===== src/rtl/pattern_seq_pkg.sv =====
// Shared types and constants for the pattern step sequencer.
//   state_t      : playback FSM states
//   step_entry_t : one table entry, absolute time offset plus {i2,i1}
//   sat_inc      : saturating increment used by the tick counter
package pattern_seq_pkg;

  localparam int DEF_NUM_STEPS = 12;
  localparam int DEF_IDX_W     = 4;
  localparam int STEP_TIME_W   = 16;

  typedef enum logic [1:0] {
    IDLE = 2'd0,
    RUN  = 2'd1,
    DONE = 2'd2
  } state_t;

  // ofs: cycles after run start at which the entry may fire
  // bits: {i2,i1}
  typedef struct packed {
    logic [STEP_TIME_W-1:0] ofs;
    logic [1:0]             bits;
  } step_entry_t;

  function automatic logic [STEP_TIME_W-1:0] sat_inc(input logic [STEP_TIME_W-1:0] v);
    return (&v) ? v : v + STEP_TIME_W'(1);
  endfunction

endpackage


===== src/rtl/pattern_step_table.sv =====
// Step table register file: one write port, one combinational read port.
//   clk, reset : clock, synchronous active-high reset (clears every entry)
//   we         : write strobe (caller gates it with busy)
//   waddr      : write index; indices >= NUM_STEPS are dropped
//   wdata      : entry to write
//   raddr      : read index; out-of-range reads return zero
//   rdata      : entry at raddr
module pattern_step_table
  import pattern_seq_pkg::*;
#(
  parameter int NUM_STEPS = DEF_NUM_STEPS,
  parameter int IDX_W     = DEF_IDX_W
) (
  input  logic             clk,
  input  logic             reset,
  input  logic             we,
  input  logic [IDX_W-1:0] waddr,
  input  step_entry_t      wdata,
  input  logic [IDX_W-1:0] raddr,
  output step_entry_t      rdata
);

  localparam logic [IDX_W-1:0] LAST_IDX = IDX_W'(NUM_STEPS - 1);

  step_entry_t mem [NUM_STEPS];

  always_ff @(posedge clk) begin
    if (reset) begin
      for (int i = 0; i < NUM_STEPS; i++) begin
        mem[i] <= '0;
      end
    end else if (we && (waddr <= LAST_IDX)) begin
      mem[waddr] <= wdata;
    end
  end

  always_comb begin
    rdata = '0;
    if (raddr <= LAST_IDX) begin
      rdata = mem[raddr];
    end
  end

endmodule


===== src/rtl/pattern_step_sequencer.sv =====
// Plays a programmable table of timed {i2,i1} steps onto the sequence
// detector inputs, with start/abort, optional looping and a per-step strobe.
//   clk, reset  : clock, synchronous active-high reset
//   cfg_we      : table write, honoured only while busy=0
//   cfg_addr    : table index (>= NUM_STEPS dropped)
//   cfg_time    : absolute offset in cycles after run start
//   cfg_bits    : {i2,i1} for the entry
//   start       : begin playback (ignored while busy)
//   abort       : return to IDLE, clearing outputs; beats everything else
//   loop_en     : restart at step 0 after the last step
//   i2, i1      : registered detector inputs
//   step_valid  : one-cycle pulse when i2/i1 take a new entry
//   step_idx    : index of the entry on i2/i1
//   busy        : high exactly while in RUN
//   done        : one-cycle pulse after a non-looping run completes
//   state_dbg   : current FSM state
//
// Strobe semantics: step_valid is a push-only strobe with no ready. It is
// high for exactly one cycle, in the cycle i2/i1/step_idx first show an
// entry; the consumer must sample in that cycle. done never coincides
// with step_valid.
//
// TIME_W must equal the width of step_entry_t.ofs in the package.
module pattern_step_sequencer
  import pattern_seq_pkg::*;
#(
  parameter int NUM_STEPS = DEF_NUM_STEPS,
  parameter int IDX_W     = DEF_IDX_W,
  parameter int TIME_W    = STEP_TIME_W
) (
  input  logic              clk,
  input  logic              reset,
  input  logic              cfg_we,
  input  logic [IDX_W-1:0]  cfg_addr,
  input  logic [TIME_W-1:0] cfg_time,
  input  logic [1:0]        cfg_bits,
  input  logic              start,
  input  logic              abort,
  input  logic              loop_en,
  output logic              i2,
  output logic              i1,
  output logic              step_valid,
  output logic [IDX_W-1:0]  step_idx,
  output logic              busy,
  output logic              done,
  output state_t            state_dbg
);

  localparam logic [IDX_W-1:0] LAST_IDX = IDX_W'(NUM_STEPS - 1);

  state_t            state_q, state_n;
  logic [TIME_W-1:0] tcnt_q, tcnt_n;
  logic [IDX_W-1:0]  idx_q, idx_n;
  logic [1:0]        bits_q, bits_n;
  logic              sv_q, sv_n;
  logic [IDX_W-1:0]  sidx_q, sidx_n;
  logic              done_q, done_n;
  step_entry_t       cur, wentry;

  assign wentry = '{ofs: cfg_time, bits: cfg_bits};

  pattern_step_table #(
    .NUM_STEPS(NUM_STEPS),
    .IDX_W    (IDX_W)
  ) u_table (
    .clk  (clk),
    .reset(reset),
    .we   (cfg_we && !busy),
    .waddr(cfg_addr),
    .wdata(wentry),
    .raddr(idx_q),
    .rdata(cur)
  );

  always_ff @(posedge clk) begin
    if (reset) begin
      state_q <= IDLE;
      tcnt_q  <= '0;
      idx_q   <= '0;
      bits_q  <= '0;
      sv_q    <= 1'b0;
      sidx_q  <= '0;
      done_q  <= 1'b0;
    end else begin
      state_q <= state_n;
      tcnt_q  <= tcnt_n;
      idx_q   <= idx_n;
      bits_q  <= bits_n;
      sv_q    <= sv_n;
      sidx_q  <= sidx_n;
      done_q  <= done_n;
    end
  end

  always_comb begin
    state_n = state_q;
    tcnt_n  = tcnt_q;
    idx_n   = idx_q;
    bits_n  = bits_q;
    sv_n    = 1'b0;
    sidx_n  = sidx_q;
    done_n  = 1'b0;
    if (abort) begin
      state_n = IDLE;
      tcnt_n  = '0;
      idx_n   = '0;
      bits_n  = '0;
      sidx_n  = '0;
    end else begin
      unique case (state_q)
        IDLE: begin
          if (start) begin
            state_n = RUN;
            tcnt_n  = '0;
            idx_n   = '0;
          end
        end
        RUN: begin
          tcnt_n = sat_inc(tcnt_q);
          // One entry per cycle at most; a late entry fires as soon as
          // the counter has reached it, so backlogged entries slip.
          if (tcnt_q >= cur.ofs) begin
            bits_n = cur.bits;
            sidx_n = idx_q;
            sv_n   = 1'b1;
            if (idx_q == LAST_IDX) begin
              if (loop_en) begin
                tcnt_n = '0;
                idx_n  = '0;
              end else begin
                state_n = DONE;
              end
            end else begin
              idx_n = idx_q + IDX_W'(1);
            end
          end
        end
        DONE: begin
          // done is registered on the way out so it never overlaps the
          // final step_valid pulse.
          state_n = IDLE;
          done_n  = 1'b1;
        end
        default: state_n = IDLE;
      endcase
    end
  end

  assign i2         = bits_q[1];
  assign i1         = bits_q[0];
  assign step_valid = sv_q;
  assign step_idx   = sidx_q;
  assign busy       = (state_q == RUN);
  assign done       = done_q;
  assign state_dbg  = state_q;

endmodule

===== config.mk =====
export PLATFORM = sky130hd
export DESIGN_NAME = pattern_step_sequencer
export DESIGN_NICKNAME = d
export VERILOG_FILES = /design/src/rtl/pattern_seq_pkg.sv /design/src/rtl/pattern_step_table.sv /design/src/rtl/pattern_step_sequencer.sv
export SDC_FILE = /design/constraint.sdc
export NUM_CORES = 1
export LEC_CHECK = 0
export ABC_AREA = 1
export BUFFER_PORTS_ARGS = -buffer_cell sky130_fd_sc_hd__buf_2
export CORE_MARGIN = 2
export CORE_UTILIZATION = 55
export DETAILED_ROUTE_END_ITERATION = 6
export PLACE_DENSITY_LB_ADDON = 0.15
export SLEW_MARGIN = 5
export SYNTH_ARGS = -nofsm -noshare
export SYNTH_HDL_FRONTEND = slang
export SYNTH_HIERARCHICAL = 1
export SYNTH_SLANG_ARGS = --single-unit

===== constraint.sdc =====
create_clock -name clk -period 2.85 [get_ports clk]
set_clock_uncertainty 0.2 [all_clocks]
set_input_delay 0.285 -clock clk [delete_from_list [all_inputs] [get_ports clk]]
set_output_delay 0.285 -clock clk [all_outputs]
set_load 0.05 [all_outputs]

==> reports/results.ini, run 1 <==
[outcome]
status=complete, but fails checks
violations=setup timing

[finish]
area_delta_synth_final_pct=21.1
fin_area_um2=15000
nNetsFinal=1572
post_route_cells_drive_above_1_share_pct=18.6
antenna_cells=0

[setup_path]
crit_path_max_incr_delay_ns=0.48
critical_path_arrival_ns=3.23
worst-path-max-fanout=8
cpMaxStageDelayCell=dfxtp_4
worstSetupStartpointType=flop
crit_required_ns=3.11
crit_path_end_kind=flop
worst-setup-path-type=flop to flop
path_cells=clkinv_8 -> clkbuf_16 -> nand2_1 -> nand3_1 -> nand3_1 -> nand3_1 -> nand2_1 -> inv_1 -> ha_1 -> nand4_1 -> nor2_2 -> nand2_4 -> nand2_4 -> nand2_4 -> buf_4 -> o21ai_2 -> nor2_1

[cts]
clockRootBuffer=clkbuf_16
numCtsBuffers=28
clkSlewWorstSetupHoldPaths_ns=0.06
cts_tree=yes
clockBufferDepth=3
htreeDepth=1
insertion_delay_ns=0.57
cts.sinks=246

[global_routing]
grt_pass1_wl_um=51200
overflow=0
grt_antenna_before_repair=0
grt_max_degree=31
grt_pass1_vias=9650
track_usage_pct=27.4

[yosys]
synth_nets=1469
yosysUniqueCellTypes=32
yosysTopAreaCell=edfxtp_1
ys_dominant_reg_cell=edfxtp_1
yosys_warnings=6
ys_seq_area_share_pct=57.3
avgSynthCellArea_um2=8.69
synth-async-reset-ratio_pct=0
synthTopCellsByCount=nand2_1, nor2_1, edfxtp_1
synth_seq_cells=246
synth-edff-count=216
synth.most_common_cell=nand2_1
yosys-top-cells-area=edfxtp_1, nand2_1, nor2_1, inv_1, nand3_1
syn_inst=1423
synth.top_cell.area_share_pct=52.4
syn_area_um2=12400

[power_and_ir_drop]
p_leak_nw=6.53
powerDensity_nw_per_um2=541
ir_worst_vdd_mv=0.421
power_w=0.00811

[floorplanning]
die_w_um=154
die_area_um2=23700
start_util_pct=56.3
dieHeight_um=154
core_area_um2=22000
ios=39
rows=54

[sta]
setup_ws_ns=-0.116
whs_ns=0.0536
setup_viol_count_final=28
finalMaxSlewViolations=0
tightest_slew_ns=0.617
rsz0062_at_grt=yes
setup_tns_ns=-1.54
max_freq_ghz=0.337
hold_viol=0
fin_crit_sh_pct=104
max_slew_margin_pct=58.6
min_period_ns=2.97

[route]
route.detailed.drc=0
first_pass_iters=6
avgViaCountPerCell=5.48
wl_per_cell_um=18.5
wl_um=33700
num_vias=10000
ant_nets=0
first_iter_violations=1013

[job]
maxCapViolations=0

[placed_design]
place_area_um2=13400
globalplace.congestion=0.916
preCtsSetupSlack_ns=-0.218
numPortBuffers=38
dp_hpwl_um=21700

[min_path]
hp-class=input pin to flop

[cell usage in the layout, fill, tap and decap left out, types with 22 or more instances in the layout]
cell / netlist / routed
buf_12: 0 / 22
buf_2: 12 / 38
buf_4: 0 / 68
clkbuf_16: 0 / 33
dfxtp_1: 30 / 28
edfxtp_1: 216 / 216
inv_1: 176 / 169
nand2_1: 325 / 311
nand3_1: 121 / 92
nand3_2: 1 / 29
nor2_1: 297 / 290
o21ai_0: 60 / 40
[critical path: cells and delay by family, from the launching register on]
family | cells | cell delay, ns
AO/OA/AOI/OAI | 1 | 0.12
adder cells (fa/ha/maj) | 1 | 0.30
flip-flops | 1 | 0.48
AND/OR/NAND/NOR | 11 | 1.20
buffers and inverters | 4 | 0.53
[where the power goes]
group	leakage, nW	switching (W)	internal, W	total (W)
Clock	0.392	0.00141	0.00179	0.00321
Combinational	3.70	0.000529	0.000281	0.000810
Sequential	2.43	0.0000435	0.00405	0.00409
[layer usage]
layer | routed length, um | vias up | GRT usage, % | share of wire [%]
met3 | 2830 | 61 | 4.14 | 8.4
met2 | 16500 | 424 | 46.4 | 49
met5 | 0 | - | 0 | 0
met1 | 13500 | 4756 | 37.0 | 40
met4 | 816 | 0 | 7.79 | 2.4
li1 | - | 4762 | - | -
[layout make-up]
type / count / area, um2
flip-flops and latches: 246 / 7090
fillers: 1744 / 6980
multi-input cells: 918 / 4570
repair buffers: 149 / 1450
clock buffers: 34 / 723
inverters: 183 / 704
well taps: 280 / 350
clock inverters: 14 / 87.6
[per-stage QoR]
step | std cells | util, %
final | 1824 | 68.2
after global routing | 1824 | 68.2
after CTS | 1807 | 65.2
after detailed placement | 1754 | 61.0
after global placement | 1754 | 61.0
after floorplan | 1423 | -
[state kept, by name, summed over array words and instances (netlist names)]
name / count
bits_q: 2
idx_q: 4
tcnt_q: 16
state_dbg: 2
u_table/mem: 216
step_idx: 4
step_valid: 1
done: 1
[final timing paths]
| path | depth (start not counted) | start | end | slack [ns] |
|---|---|---|---|---|
| worst max-delay path | 17 | idx_q[0]$_SDFFE_PP0P_ | bits_q[0]$_SDFFE_PP0P_ | -0.12 |
| worst min-delay path | 3 | cfg_time[4] | u_table/mem[11][6]$_SDFFCE_PN0P_ | 0.05 |
| worst max register to register | 17 | idx_q[0]$_SDFFE_PP0P_ | bits_q[0]$_SDFFE_PP0P_ | -0.12 |
| worst min register to register | 2 | bits_q[0]$_SDFFE_PP0P_ | bits_q[0]$_SDFFE_PP0P_ | 0.27 |
[logic make-up after synthesis]
family | synth area share (%)
adder cells (fa/ha/maj) | 1.82
AO/OA/AOI/OAI | 3.78
buffers and inverters | 8.80
flip-flops | 57.3
AND/OR/NAND/NOR | 27.4
XOR/XNOR | 0.921
[what timing repair did]
action | 4_1_cts | 5_1_grt
buffers inserted | 0 | 11
cloned | 1 | 6
gates resized for setup | 21 | 112
hold buffers | 4 | 0
endpoints found under the hold margin | 12 | 0
setup endpoints to repair | 28 | 29
pin swaps | 4 | 18
(Power assumes the default switching activity.)
==> run 2, diff against run 1 <==
Settings changed: RECOVER_POWER set to 50.
==> reports/results.ini, run 2 (synthesis results as in run 1) <==
[cts]
clockRootBuffer=clkbuf_16  ; unchanged
cts.sinks=246  ; unchanged
insertion_delay_ns=0.57  ; about the same
htreeDepth=1  ; unchanged
cts_tree=yes  ; unchanged
clockBufferDepth=3  ; unchanged
numCtsBuffers=28  ; unchanged
clkSlewWorstSetupHoldPaths_ns=0.06  ; about the same

[route]
first_iter_violations=1078  ; was 1013
wl_um=33700  ; about the same
num_vias=9967  ; was 10000
avgViaCountPerCell=5.46  ; was 5.48
wl_per_cell_um=18.5  ; about the same
ant_nets=0  ; unchanged
first_pass_iters=5  ; was 6
route.detailed.drc=0  ; unchanged

[power_and_ir_drop]
seqPwrFrac_pct=50.5  ; was 50.4%
internal-power_w=0.00612  ; about the same
power_frac_comb_pct=10.0  ; about the same
switchingPower_w=0.00199  ; about the same
powerDensity_nw_per_um2=542  ; was 541 nW/um2
netSwitchingFraction_pct=24.5  ; about the same
clkPwrFrac_pct=39.5  ; was 39.6%
ir_worst_vdd_mv=0.421  ; about the same
p_leak_nw=6.48  ; was 6.53 nW

[global_routing]
grt_antenna_before_repair=0  ; unchanged
grt_pass1_vias=9650  ; unchanged
overflow=0  ; unchanged
grt_pass1_wl_um=51200  ; unchanged
grt_max_degree=31  ; unchanged
track_usage_pct=27.4  ; unchanged

[placed_design]
numPortBuffers=38  ; unchanged
dp_hpwl_um=21700  ; unchanged
preCtsSetupSlack_ns=-0.218  ; unchanged
globalplace.congestion=0.916  ; unchanged
dpl.cell_count=1754  ; unchanged

[job]
maxCapViolations=0  ; unchanged

[setup_path]
reg2reg_to=bits_q[0]$_SDFFE_PP0P_  ; unchanged
critical_path_arrival_ns=3.23  ; about the same
crit_buf_inv=4  ; unchanged
r2r_setup_slack_ns=-0.12  ; about the same
worst-path-max-fanout=8  ; unchanged
path_cells=clkinv_8 -> clkbuf_16 -> nand2_1 -> nand3_1 -> nand3_1 -> nand3_1 -> nand2_1 -> inv_1 -> ha_1 -> nand4_1 -> nor2_2 -> nand2_4 -> nand2_4 -> nand2_4 -> buf_4 -> o21ai_2 -> nor2_1  ; unchanged
crit_path_end_kind=flop  ; unchanged
crit_required_ns=3.11  ; about the same
r2r-start=idx_q[0]$_SDFFE_PP0P_  ; unchanged
crit_family=simple AND/OR/NAND/NOR gates  ; unchanged
rr_worst_depth=17  ; unchanged
worstSetupStartpointType=flop  ; unchanged
crit_path_max_incr_delay_ns=0.48  ; about the same
worst-setup-path-type=flop to flop  ; unchanged
cpMaxStageDelayCell=dfxtp_4  ; unchanged

[finish]
nNetsFinal=1572  ; unchanged
nFillCells=1755  ; was 1744
post_route_cells_drive_above_1_share_pct=17.9  ; was 18.6%
final_cell_mix=nand2_1, nor2_1, edfxtp_1, inv_1, nand3_1  ; unchanged
antenna_cells=0  ; unchanged
reg.largest.list=u_table/mem x216, tcnt_q x16  ; unchanged
layout_commonest_cell=nand2_1  ; unchanged
largest_reg_flops=216  ; unchanged
largest-register=u_table/mem  ; unchanged
area_delta_synth_final_pct=21.0  ; was 21.1%
fin_cells=1824  ; unchanged

[floorplanning]
dieHeight_um=154  ; unchanged
ios=39  ; unchanged
die_area_um2=23700  ; unchanged
rows=54  ; unchanged
core_area_um2=22000  ; unchanged
die_w_um=154  ; unchanged
start_util_pct=56.3  ; unchanged

[sta]
finalMaxSlewViolations=0  ; unchanged
tightest_slew_ns=0.619  ; was 0.617 ns
fin_crit_sh_pct=104  ; about the same
setup_tns_ns=-1.73  ; was -1.54 ns
setup_viol_count_final=28  ; unchanged
rsz0062_at_grt=yes  ; unchanged
hold_viol=0  ; unchanged
max_freq_ghz=0.337  ; about the same
min_period_ns=2.97  ; about the same
setup_ws_ns=-0.122  ; was -0.116 ns
max_slew_margin_pct=58.5  ; was 58.6%

[min_path]
holdCritStartpoint=cfg_time[4]  ; unchanged
hp-class=input pin to flop  ; unchanged
whs_path_depth=3  ; unchanged
worst_hold_path.endpoint=u_table/mem[11][6]$_SDFFCE_PN0P_  ; unchanged

[outcome]
status=complete, but fails checks  ; unchanged
violations=setup timing  ; unchanged

run 2: metrics by stage:
step                      area (um2)  util [%]  power [W]  hold slack (ns)
after floorplan                12400         -    0.00458            0.270
after global placement         13400      61.0    0.00484            0.258
after detailed placement       13400      61.0    0.00485            0.269
after CTS                      14300      65.2    0.00802           0.0444
after global routing           15000      68.1    0.00836           0.0781
final                          15000      68.1    0.00810           0.0439
run 2: power groups by stage:
stage | Combinational (W) | Clock (W) | Sequential (W)
3_5_place_dp | 0.000690 | 0 | 0.00416
3_3_place_gp | 0.000680 | 0 | 0.00416
6_report | 0.000809 | 0.00320 | 0.00409
2_1_floorplan | 0.000422 | 0 | 0.00415
4_1_cts | 0.000709 | 0.00323 | 0.00409
5_1_grt | 0.000887 | 0.00337 | 0.00410
run 2: worst max-delay path by stage:
stage	startpoint	end	slack, ns	depth (start not counted)
detailed placement	idx_q[0]$_SDFFE_PP0P_	step_idx[0]$_SDFFE_PP0P_	-0.22	20
finish	idx_q[0]$_SDFFE_PP0P_	bits_q[0]$_SDFFE_PP0P_	-0.12	17
global placement	idx_q[0]$_SDFFE_PP0P_	bits_q[0]$_SDFFE_PP0P_	-0.13	20
CTS	idx_q[0]$_SDFFE_PP0P_	tcnt_q[10]$_SDFFE_PP0P_	0.002	21
floorplan	idx_q[0]$_SDFFE_PP0P_	tcnt_q[8]$_SDFFE_PP0P_	0.02	18
global route	idx_q[0]$_SDFFE_PP0P_	step_idx[1]$_SDFFE_PP0P_	-0.30	23
run 2: layout make-up:
cell class	instances	area (um2)	share of cell area, %
multi-input cells	918	4570	30.5
clock inverters	14	87.6	0.586
repair buffers	149	1430	9.56
clock buffers	34	723	4.83
inverters	183	704	4.71
well taps	280	350	2.34
flip-flops and latches	246	7090	47.4
run 2: repair_timing:
item | CTS | global route
endpoints found under the setup margin | 28 | 29
gates cloned | 1 | 6
hold buffers | 4 | 0
hold endpoints to repair | 12 | 0
buffers inserted | 0 | 11
resized for setup | 21 | 112
pin swaps | 4 | 18
run 2: worst register-to-register path: stages (launching register included):
cell and delay (ns):
dfxtp_4 0.48, clkinv_8 0.14, clkbuf_16 0.19, nand2_1 0.09, nand3_1 0.11, nand3_1 0.13
nand3_1 0.09, nand2_1 0.08, inv_1 0.05, ha_1 0.30, nand4_1 0.18, nor2_2 0.22
nand2_4 0.09, nand2_4 0.09, nand2_4 0.08, buf_4 0.16, o21ai_2 0.12, nor2_1 0.05
run 2: routing by layer:
layer | vias up | wire length, um | global-route usage [%] | part of all wire [%]
met5 | - | 0 | 0 | 0
met4 | 0 | 758 | 7.79 | 2.2
met3 | 55 | 2760 | 4.14 | 8.2
met2 | 418 | 16500 | 46.4 | 49
met1 | 4736 | 13700 | 37.0 | 41
li1 | 4758 | - | - | -
==> run 3, diff against run 2 <==
Settings changed: PLACE_DENSITY set to 0.85, PLACE_DENSITY_LB_ADDON 0.15 to not set.
==> reports/results.ini, run 3 (synthesis results as in run 1) <==
[global_routing]
overflow=0  ; unchanged
track_usage_pct=26.4  ; was 27.4%
grt_antenna_before_repair=0  ; unchanged
grt_max_degree=41  ; was 31
grt_pass1_vias=9722  ; was 9650
grt_pass1_wl_um=49800  ; was 51200 um

[cts]
clockRootBuffer=clkbuf_16  ; unchanged
htreeDepth=1  ; unchanged
numCtsBuffers=25  ; was 28
clkSlewWorstSetupHoldPaths_ns=0.07  ; was 0.06 ns
clockBufferDepth=3  ; unchanged
cts.sinks=246  ; unchanged
cts_tree=yes  ; unchanged
insertion_delay_ns=0.54  ; was 0.57 ns

[route]
avgViaCountPerCell=6.11  ; was 5.46
wl_per_cell_um=21.5  ; was 18.5 um
wl_um=38400  ; was 33700 um
num_vias=10900  ; was 9967
route.detailed.drc=1  ; was 0
ant_nets=0  ; unchanged
first_pass_iters=7  ; was 5
first_iter_violations=2131  ; was 1078

[sta]
min_period_ns=3.13  ; was 2.97 ns
max_freq_ghz=0.319  ; was 0.337 GHz
hold_viol=0  ; unchanged
setup_viol_count_final=29  ; was 28
tightest_slew_ns=0.871  ; was 0.619 ns
whs_ns=0.0680  ; was 0.0439 ns
rsz0062_at_grt=yes  ; unchanged
max_slew_margin_pct=41.9  ; was 58.5%
finalMaxSlewViolations=0  ; unchanged
setup_ws_ns=-0.283  ; was -0.122 ns
fin_crit_sh_pct=110  ; was 104%

[finish]
area_delta_synth_final_pct=22.1  ; was 21.0%
multi_input_area_um2=4860  ; was 4570 um2
antenna_cells=0  ; unchanged
layout_commonest_cell=nor2_1  ; was nand2_1
reg.largest.list=u_table/mem x216, tcnt_q x16  ; unchanged
largest-register=u_table/mem  ; unchanged
register_area_um2=7090  ; about the same
largest_reg_flops=216  ; unchanged
post_route_cells_drive_above_1_share_pct=20.4  ; was 17.9%
nFillCells=1364  ; was 1755
nNetsFinal=1537  ; was 1572
final_cell_mix=nor2_1, nand2_1, edfxtp_1, inv_1, nand3_1  ; was nand2_1, nor2_1, edfxtp_1, inv_1, nand3_1

[power_and_ir_drop]
power_w=0.00832  ; was 0.00810 W
p_leak_nw=6.51  ; was 6.48 nW
powerDensity_nw_per_um2=551  ; was 542 nW/um2
ir_worst_vdd_mv=0.370  ; was 0.421 mV

[floorplanning]
start_util_pct=56.3  ; unchanged
ios=39  ; unchanged
die_area_um2=23700  ; unchanged
core_area_um2=22000  ; unchanged
die_w_um=154  ; unchanged
dieHeight_um=154  ; unchanged
rows=54  ; unchanged

[setup_path]
crit_top_cell=nand2_1
cpMaxStageDelayCell=dfxtp_4  ; unchanged
crit_buf_inv=6  ; was 4
crit_required_ns=3.12  ; was 3.11 ns
crit_path_end_kind=flop  ; unchanged
path_cells=buf_12 -> buf_6 -> clkbuf_16 -> nand2_2 -> nand2_1 -> nand2_1 -> nand3_2 -> nand3_2 -> nand2_1 -> inv_1 -> ha_1 -> nand2_1 -> inv_2 -> nand2_1 -> nand2_1 -> nor2_1 -> nand2_2 -> nand2_4 -> nand3_4 -> buf_6 -> nand3_1 -> nand2_1 -> nor2_1  ; was clkinv_8 -> clkbuf_16 -> nand2_1 -> nand3_1 -> nand3_1 -> nand3_1 -> nand2_1 -> inv_1 -> ha_1 -> nand4_1 -> nor2_2 -> nand2_4 -> nand2_4 -> nand2_4 -> buf_4 -> o21ai_2 -> nor2_1
worstSetupStartpointType=flop  ; unchanged
crit_path_max_incr_delay_ns=0.43  ; was 0.48 ns
critical_path_arrival_ns=3.40  ; was 3.23 ns
crit_family=simple AND/OR/NAND/NOR gates  ; unchanged
worst-path-max-fanout=8  ; unchanged
worst-setup-path-type=flop to flop  ; unchanged

[min_path]
hp-class=input pin to flop  ; unchanged

[outcome]
violations=DRC, setup timing  ; was setup timing
status=complete, but fails checks  ; unchanged

[placed_design]
globalplace.congestion=0.901  ; was 0.916
numPortBuffers=38  ; unchanged
dp_hpwl_um=19300  ; was 21700 um

[job]
maxCapViolations=0  ; unchanged

## run 3: per-layer routing
metal  track usage [%]  wire [um]
met5                 0          0
met4              10.5       2940
met3              3.18       5090
met2              45.4      17900
met1              34.3      12500
## run 3: worst register-to-register path: stages, from the launching register on
cell       delay, ns
dfxtp_4         0.43
buf_12          0.17
buf_6           0.11
clkbuf_16       0.15
nand2_2         0.05
nand2_1         0.08
nand2_1         0.07
nand3_2         0.08
nand3_2         0.07
nand2_1         0.09
inv_1           0.05
ha_1            0.27
nand2_1         0.09
inv_2           0.06
nand2_1         0.07
nand2_1         0.07
nor2_1          0.15
nand2_2         0.11
nand2_4         0.10
nand3_4         0.16
buf_6           0.19
nand3_1         0.06
nand2_1         0.06
nor2_1          0.12
## run 3: path summary, 6_finish.rpt
check / from / to / slack (ns) / depth (start not counted)
worst max-delay path: idx_q[0]$_SDFFE_PP0P_ / idx_q[0]$_SDFFE_PP0P_ / -0.28 / 23
worst min-delay path: cfg_time[6] / u_table/mem[9][8]$_SDFFCE_PN0P_ / 0.07 / 3
worst max register to register: idx_q[0]$_SDFFE_PP0P_ / idx_q[0]$_SDFFE_PP0P_ / -0.28 / 23
worst min register to register: step_idx[2]$_SDFFE_PP0P_ / step_idx[2]$_SDFFE_PP0P_ / 0.28 / 2
## run 3: what timing repair did
| action | CTS | global route |
|---|---|---|
| gates resized for setup | 22 | 176 |
| setup endpoints to repair | 29 | 29 |
| pin swaps | 8 | 25 |
| hold buffers | 4 | 0 |
| buffers inserted | 0 | 10 |
| hold endpoints to repair | 12 | 0 |
| cloned | 4 | 15 |
## run 3: per-stage QoR
step,utilization (%),worst slack (ns),instances,cell area [um2],setup TNS (ns)
finish,68.8,-0.283,1790,15100,-6.19
global placement,59.2,-0.0224,1711,13000,-0.0224
detailed placement,59.2,-0.0745,1711,13000,-0.807
floorplan,-,0.0169,1423,12400,0
global route,68.8,-0.350,1790,15100,-8.95
CTS,63.9,0.00131,1765,14000,0
## run 3: area by class of cell
class | instances | share of cell area (%)
sequential | 246 | 47.0
multi-input combinational | 918 | 32.2
timing repair buffer | 116 | 8.37
inverter | 183 | 4.65
clock buffer | 31 | 4.29
tap | 280 | 2.32
clock inverter | 15 | 1.01
timing repair inverter | 1 | 0.199
## run 3: power by group
part	internal, W	switching [W]	total (W)
sequential	0.00405	0.0000506	0.00410
clock	0.00189	0.00143	0.00331
combinational	0.000293	0.000617	0.000910
total	0.00623	0.00209	0.00832
